[config.mk]
export PLATFORM = sky130hd
export DESIGN_NAME = fetch_decode_unit
export DESIGN_NICKNAME = d
export VERILOG_FILES = /design/src/rtl/basic_cpu_pkg.sv /design/src/rtl/fetch_decode_unit_opcode_decoder.sv /design/src/rtl/fetch_decode_unit.sv
export SDC_FILE = /design/constraint.sdc
export NUM_CORES = 1
export LEC_CHECK = 0
export ABC_CLOCK_PERIOD_IN_PS = 4000
export CORE_ASPECT_RATIO = 0.5
export CORE_MARGIN = 3
export CORE_UTILIZATION = 65
export DETAILED_ROUTE_END_ITERATION = 8
export DONT_BUFFER_PORTS = 1
export PLACE_DENSITY = 0.78
export SLEW_MARGIN = 20
export SYNTH_ARGS = -nofsm -noshare
export SYNTH_HDL_FRONTEND = slang
export SYNTH_HIERARCHICAL = 1
export SYNTH_SLANG_ARGS = --single-unit
[constraint.sdc]
create_clock -name clk -period 4 [get_ports clk]
set_clock_uncertainty 0.05 [all_clocks]
set_input_delay 0.8 -clock clk [delete_from_list [all_inputs] [get_ports clk]]
set_output_delay 0.8 -clock clk [all_outputs]
set_load 0.005 [all_outputs]
[src/rtl/basic_cpu_pkg.sv]
// Shared types and constants for the 16-bit basic computer fetch/decode path.
// Latency: n/a (package only).
// Backpressure: n/a (package only).
//
// Contents: default widths, instruction field positions, opcode values and
// the fetch/decode sequencer state encoding.
package basic_cpu_pkg;

  // Default datapath widths.
  localparam int ADDR_W = 12;
  localparam int WORD_W = 16;

  // Instruction word field positions.
  localparam int I_BIT  = 15;  // indirect flag
  localparam int OP_HI  = 14;  // opcode msb
  localparam int OP_LO  = 12;  // opcode lsb
  localparam int AD_HI  = 11;  // address field msb (lsb is bit 0)

  // Memory-reference opcodes 0-6; opcode 7 is register/IO reference and
  // never goes through indirection.
  typedef enum logic [2:0] {
    OP_AND   = 3'd0,
    OP_ADD   = 3'd1,
    OP_LDA   = 3'd2,
    OP_STA   = 3'd3,
    OP_BUN   = 3'd4,
    OP_BSA   = 3'd5,
    OP_ISZ   = 3'd6,
    OP_REGIO = 3'd7
  } opcode_t;

  // Sequencer states.
  typedef enum logic [2:0] {
    S_IDLE  = 3'd0,
    S_T0    = 3'd1,
    S_T1    = 3'd2,
    S_T2    = 3'd3,
    S_T3    = 3'd4,
    S_IND1  = 3'd5,
    S_IND2  = 3'd6,
    S_ISSUE = 3'd7
  } state_t;

endpackage

[src/rtl/fetch_decode_unit_opcode_decoder.sv]
// Purpose: combinational 3-to-8 one-hot decode of the instruction opcode.
// Latency: 0 cycles (pure combinational).
// Backpressure: none; output follows input.
//
// Ports:
//   op     - 3-bit opcode field
//   onehot - bit[op] set, all others clear
module opcode_decoder (
  input  logic [2:0] op,
  output logic [7:0] onehot
);

  always_comb begin
    onehot     = '0;
    onehot[op] = 1'b1;
  end

endmodule

[src/rtl/fetch_decode_unit.sv]
// Purpose: fetch/decode sequencer owning PC, AR, IR; one-level indirect resolve.
// Latency: valid 4 cycles after fetch start (6 when indirect); 5-cycle issue rate.
// Backpressure: holds the decoded instruction stable in ISSUE until exec_ready.
//
// Ports:
//   clk, rst_n            - clock, async active-low reset
//   start                 - level; leaves IDLE and fetches at current PC
//   memout                - word returned by memory
//   mem_read, mem_addr    - read strobe (rising edge samples) and address (=AR)
//   ir, ar, pc, ind, dec  - decoded instruction presented to execute
//   instr_valid           - decoded instruction available
//   exec_ready            - execute accepts the instruction
//   pc_load, pc_load_val  - PC replacement, honoured only on the handshake
//   halt                  - return to IDLE after the handshake
module fetch_decode_unit
  import basic_cpu_pkg::*;
#(
  parameter int ADDR_W = basic_cpu_pkg::ADDR_W,
  parameter int WORD_W = basic_cpu_pkg::WORD_W
) (
  input  logic              clk,
  input  logic              rst_n,
  input  logic              start,
  input  logic [WORD_W-1:0] memout,
  output logic              mem_read,
  output logic [ADDR_W-1:0] mem_addr,
  output logic [WORD_W-1:0] ir,
  output logic [ADDR_W-1:0] ar,
  output logic [ADDR_W-1:0] pc,
  output logic              ind,
  output logic [7:0]        dec,
  output logic              instr_valid,
  input  logic              exec_ready,
  input  logic              pc_load,
  input  logic [ADDR_W-1:0] pc_load_val,
  input  logic              halt
);

  state_t      state;
  state_t      state_nxt;
  logic        rd_nxt;
  logic        vld_nxt;
  logic        hs;
  logic [2:0]  ir_op;
  logic        needs_ind;
  logic [7:0]  dec_nxt;

  // instr_valid is only ever high while in ISSUE, so this is the handshake.
  assign hs       = instr_valid & exec_ready;
  assign mem_addr = ar;

  assign ir_op     = ir[OP_HI:OP_LO];
  // Register/IO instructions ignore the I bit.
  assign needs_ind = ir[I_BIT] & (opcode_t'(ir_op) != OP_REGIO);

  opcode_decoder u_opcode_decoder (
    .op     (ir_op),
    .onehot (dec_nxt)
  );

  // ---------------------------------------------------------------------
  // State register
  // ---------------------------------------------------------------------
  always_ff @(posedge clk or negedge rst_n) begin
    if (!rst_n) begin
      state <= S_IDLE;
    end else begin
      state <= state_nxt;
    end
  end

  // ---------------------------------------------------------------------
  // Next state and next values of the registered strobes. mem_read and
  // instr_valid are registered from the next state so they are glitch-free
  // and coincide exactly with T1/IND1 and ISSUE respectively. T1 and IND1
  // are always separated by at least one other state, so the read strobe
  // always returns low between reads.
  // ---------------------------------------------------------------------
  always_comb begin
    state_nxt = state;
    rd_nxt    = 1'b0;
    vld_nxt   = 1'b0;

    case (state)
      S_IDLE:  if (start) state_nxt = S_T0;
      S_T0:    state_nxt = S_T1;
      S_T1:    state_nxt = S_T2;
      S_T2:    state_nxt = S_T3;
      S_T3:    state_nxt = needs_ind ? S_IND1 : S_ISSUE;
      S_IND1:  state_nxt = S_IND2;
      S_IND2:  state_nxt = S_ISSUE;
      S_ISSUE: begin
        if (hs) begin
          state_nxt = halt ? S_IDLE : S_T0;
        end
      end
      default: state_nxt = S_IDLE;
    endcase

    rd_nxt  = (state_nxt == S_T1) || (state_nxt == S_IND1);
    vld_nxt = (state_nxt == S_ISSUE);
  end

  // ---------------------------------------------------------------------
  // Datapath registers. Reset discards any read in flight: the strobe
  // drops and nothing returned afterwards is captured until a new fetch.
  // ---------------------------------------------------------------------
  always_ff @(posedge clk or negedge rst_n) begin
    if (!rst_n) begin
      pc          <= '0;
      ar          <= '0;
      ir          <= '0;
      ind         <= 1'b0;
      dec         <= '0;
      mem_read    <= 1'b0;
      instr_valid <= 1'b0;
    end else begin
      mem_read    <= rd_nxt;
      instr_valid <= vld_nxt;

      case (state)
        S_T0: begin
          ar <= pc;
        end
        S_T2: begin
          ir <= memout;
          pc <= pc + ADDR_W'(1);  // wraps modulo 2^ADDR_W
        end
        S_T3: begin
          ar  <= ADDR_W'(ir[AD_HI:0]);
          ind <= ir[I_BIT];
          dec <= dec_nxt;
        end
        S_IND2: begin
          ar <= ADDR_W'(memout[AD_HI:0]);
        end
        S_ISSUE: begin
          if (hs && pc_load) begin
            pc <= pc_load_val;
          end
        end
        default: begin
        end
      endcase
    end
  end

endmodule
## Word level (Yosys, flattened, before mapping)

Cells that the tools add are included.

| storage, ports and cells | value |
|---|---|
| register bits | 54 |
| input port bits | 34 |
| output and inout port bits | 63 |

| cells by class | value |
|---|---|
| add/subtract/negate cells | 1 |
| order comparisons | 2 |
| equal/unequal tests | 12 |
| multiplexer cells | 10 |
| bitwise logic cells | 2 |
| reduce and logical (&&, ||, !) cells | 7 |

Operators with widths:

| operator | count |
|---|---|
| 12-bit case mux with 3 select lines | 1 |
| 12-bit case mux with 2 select lines | 1 |
| 3-bit case mux with 8 select lines | 1 |
| 3-bit equality test, second input constant | 6 |
| 12-bit by 1-bit adder with 12-bit output, second input constant | 1 |
| 12-bit 2-to-1 mux | 1 |
| 3-bit by 2-bit equality test with 1-bit output, second input constant | 3 |
| 3-bit 2-to-1 mux | 2 |
| 3-bit by 4-bit < comparator with 1-bit output, second input constant | 1 |
| 1-bit demux with 3-bit select | 1 |
| 3-bit by 1-bit equality test with 1-bit output, second input constant | 1 |
| 3-bit by 1-bit >= comparator with 1-bit output, second input constant | 1 |
| 3-bit zero test | 1 |
| 3-bit inequality test, second input constant | 1 |
| 3-bit nonzero test | 1 |
| 1-bit bitwise AND | 2 |
| 1-bit logical AND | 2 |
| 1-bit 2-to-1 mux | 2 |
| 2-bit 2-to-1 mux | 1 |
| 2-bit inequality test, second input constant | 1 |
| 2-bit AND reduction | 1 |
| 2-bit nonzero test | 1 |
| 1-bit logical OR | 1 |

## Logic depth before layout (Yosys ltp)

| depth | value |
|---|---|
| depth after elaboration | 6 |
| depth in mapped cells | 7 |
| depth with buffers taken out | 5 |

## Hierarchy

Netlist, hierarchy kept.

By module, submodules not included:

| module | times used | cells an instance | area an instance (µm²) | seq. area each (µm²) |
|---|---|---|---|---|
| fetch_decode_unit | 1 | 311 | 2,770.2 | 1,351.3 |
| opcode_decoder | 1 | 8 | 65.1 | 0.0 |

## Worst setup path after synthesis

OpenSTA, ideal clock, no wires.

| timing | value |
|---|---|
| path kind | input to register |
| start | input pc_load |
| end | register pc[11] |
| arrival | 1,485 ps |
| data required time | 3,810 ps |
| path slack | 2,324 ps |
| cell stages on the path | 4 |
| cell sequence | nand3_1 > or4b_1 > o21ai_0 > a311oi_1 |

| between the ends | value |
|---|---|
| longest elaborated chain between the ends | 3 |

Ends and longest elaborated chain:

| what | line | text |
|---|---|---|
| from (decl) | fetch_decode_unit.sv:34 | `input logic pc_load,` |
| 1-bit logical AND | fetch_decode_unit.sv:138 | `if (hs && pc_load) begin` |
| 2-bit inequality test (no line) | n/a |  |
| 2-bit AND reduction (no line) | n/a |  |
| to (signal assigned) | fetch_decode_unit.sv:127 | `pc <= pc + ADDR_W'(1);` |
| to (signal assigned) | fetch_decode_unit.sv:139 | `pc <= pc_load_val;` |
| to (decl) | fetch_decode_unit.sv:29 | `output logic [ADDR_W-1:0] pc,` |

Every way passes these cells.
A chain may end at the register's enable or synchronous reset.

## Worst setup path in the final report

| timing | value |
|---|---|
| start | register state[0] |
| end | register pc[11] |

| between the ends | value |
|---|---|
| longest elaborated chain between the ends | 3 |
| elaborated cells between the ends (all ways) | 6 |

Ends and longest elaborated chain:

| what | line | text |
|---|---|---|
| from (decl) | fetch_decode_unit.sv:39 | `state_t state;` |
| from (signal assigned) | fetch_decode_unit.sv:68 | `state <= state_nxt;` |
| 3-bit equality test / 3-bit by 2-bit equality test with 1-bit output (equally long branches) | fetch_decode_unit.sv:121 | `case (state)` |
| 2-bit inequality test (no line) / 2-bit nonzero test (equally long branches) | n/a |  |
| 2-bit AND reduction (no line) | n/a |  |

Parallel ways exist; a longest one is shown, timed or not.

==> results.py <==
metrics = {
    "status": {
        "outcome": "completed",
    },
    "power_and_ir_drop": {
        "power_leakage_uw": 0.00123,
        "powerDensity_nw_per_um2": 948,
        "power_uw": 2680,
        "ir_worst_vdd_uv": 393,
    },
    "drt": {
        "antenna_left": 0,
        "drt-total-wl_um": 7050,
        "drc_errors": 0,
        "drt-vias-per-instance": 6.65,
        "via_count": 2326,
        "dr.pass1.iters": 5,
        "wl_per_cell_um": 20.1,
        "drt-initial-drc-count": 139,
    },
    "synthesis": {
        "ys_warn_count": 6,
        "ys_types": 43,
        "ys.flop_type": "dfrtp_1",
        "synth.ff_latch_count": 54,
        "synth.area.top_cells": "dfrtp_1 48%, nand2_1 8.7%, a21oi_1 5.3%",
        "synth_area_per_cell_um2": 8.89,
        "yosys-top-cells-count": "66 x nand2_1, 54 x dfrtp_1, 30 x a21oi_1",
        "async_flop_share_pct": 100,
        "syn_inst": 319,
        "synthesis.area_um2": 2840,
        "synth_most_common_cell": "nand2_1",
        "netlist.top_cell.by_area": "dfrtp_1",
        "synth_top_area_share_pct": 47.7,
        "synth-edff-count": 0,
        "synth_fp_nets": 354,
        "ys_seq_area_share_pct": 47.7,
    },
    "cts": {
        "post_cts_buffers": 0,
        "cts_tree": "done",
        "clk_pin_slew_ns": 0.10,
        "cts_root_buf": "clkbuf_8",
        "htreeDepth": 2,
        "cts_resized": 0,
        "clkSinkCount": 54,
        "cts_buffers": 5,
        "clk_latency_ns": 0.31,
        "holdBufCountCts": 0,
        "cts.path.max_buffers": 2,
    },
    "setup_path": {
        "worstRegToRegCells": 4,
        "slowest_stage": "a21oi_1",
        "path_max_fanout": 17,
        "r2r-start": "state[0]",
        "path_class": "register to register",
        "arrival_ns": 2.56,
        "critical_path_required_ns": 4.16,
        "worstPathCellList": "nand2_1, a21oi_1, o21ai_0, a311oi_1",
        "end_kind": "register",
        "reg2reg_slack_ns": 1.60,
        "critPathLaunchType": "register",
        "r2r_end": "pc[11]",
        "cp_slowest_stage_delay_ns": 0.82,
    },
    "timing": {
        "fmax_mhz": 417,
        "rsz0062_at_grt": "no",
        "relSlewSlack_pct": 36.7,
        "finalMaxSlewViolations": 0,
        "holdWs_ns": 0.124,
        "finalSetupTns_ns": 0,
        "finalHoldViolCount": 0,
        "min_period_ns": 2.40,
        "post-route-period-util_pct": 59.9,
        "tightestPinTransition_ns": 0.949,
        "setup_viol": 0,
    },
    "layout": {
        "diodes": 0,
        "num-nets-final": 330,
        "areaGrowthSynthToFinish_pct": -0.309,
        "drive_above_1_share_pct": 9.12,
    },
    "floorplanning": {
        "initial_core_util_pct": 70.1,
        "die_area_um2": 5240,
        "top_level_ports": 97,
        "die_y_um": 52.7,
        "die_w_um": 99.4,
        "core_area_um2": 4040,
        "rows": 16,
    },
    "hold_path": {
        "min_path_type": "input pin to asynchronous set/reset pin",
    },
    "place": {
        "port_buffers": 0,
        "hpwl_um": 4850,
        "gp_congestion": 0.845,
    },
    "global_routing": {
        "grt_util_all_layers_pct": 27.8,
        "grt_pass1_wl_um": 11100,
        "antenna_found_initial": 0,
        "grt-ovfl-total": 0,
        "grt_pass1_vias": 2227,
        "grt_max_degree": 55,
    },
    "run": {
        "cap_violations": 0,
    },
}
-- power breakdown --
group	switching [µW]	internal (µW)	leakage (µW)
Sequential	404	805	0.000659
Combinational	645	458	0.000514
Clock	182	185	0.0000579
-- routing by layer --
metal  vias up  global-route usage (%)  part of all wire, %
met5         -                       0                    0
met4         0                    6.35                 0.54
met3         7                    12.1                   13
met2       114                    43.2                   45
met1      1126                    36.2                   41
li1       1079                       -                    -
-- worst max-delay path: cells and delay by family (launching register included) --
kind | cells | cell delay (ns)
AOI/OAI and AO/OA | 3 | 1.25
DFF | 1 | 0.67
and+or+nand+nor | 1 | 0.33
-- layout by cell type (no fill, tap or decap), types with 2 or more instances in the layout --
master,instances
a21oi_1,30
a31oi_1,2
and3_1,3
and3b_2,3
buf_4,2
clkbuf_8,5
clkinv_2,2
dfrtp_1,54
inv_1,4
mux2_2,9
nand2_1,66
nand3_1,11
nand4_1,2
nor2_1,18
nor2_2,2
nor3_1,6
nor3b_1,4
o21ai_0,22
o22a_1,12
o22ai_1,17
-- cell families after synthesis --
group                      count (synthesis)  synth area share, %
AOI/OAI and AO/OA                         95                 20.6
adders and majority gates                  1                0.441
buffers and inverters                     37                 7.59
DFF                                       54                 47.7
muxes                                      9                 3.57
and+or+nand+nor                          123                 20.1
-- registers in the layout, indices dropped and copies added (netlist names) --
name,flops
state,3
ir,16
ind,1
instr_valid,1
dec,8
pc,12
ar,12
mem_read,1
-- worst max path at each step --
stage              from     end  cells past startpoint
2_1_floorplan   pc_load  pc[11]                      4
3_5_place_dp   state[0]  pc[11]                      4
3_3_place_gp   state[0]  pc[11]                      4
5_1_grt        state[0]  pc[11]                      4
6_report       state[0]  pc[11]                      4
4_1_cts        state[0]  pc[11]                      4
-- per-stage QoR --
step | instances | instance area [µm²] | setup WS, ns | utilization (%)
finish | 350 | 2830 | 1.60 | 69.9
global route | 350 | 2830 | 1.32 | 69.9
CTS | 350 | 2830 | 1.63 | 69.9
detailed placement | 342 | 2720 | 1.71 | 67.2
global placement | 342 | 2720 | 1.84 | 67.2
floorplan | 319 | 2840 | 2.32 | -
-- final cells by class --
class | count | area, µm²
flip-flops and latches | 54 | 1350
multi-input cells | 228 | 1270
fillers | 323 | 1220
clock buffers | 5 | 68.8
well taps | 54 | 67.6
clock inverters | 3 | 40.0
repair buffers | 2 | 15.0
inverters | 4 | 15.0
(Power assumes the default switching activity.)
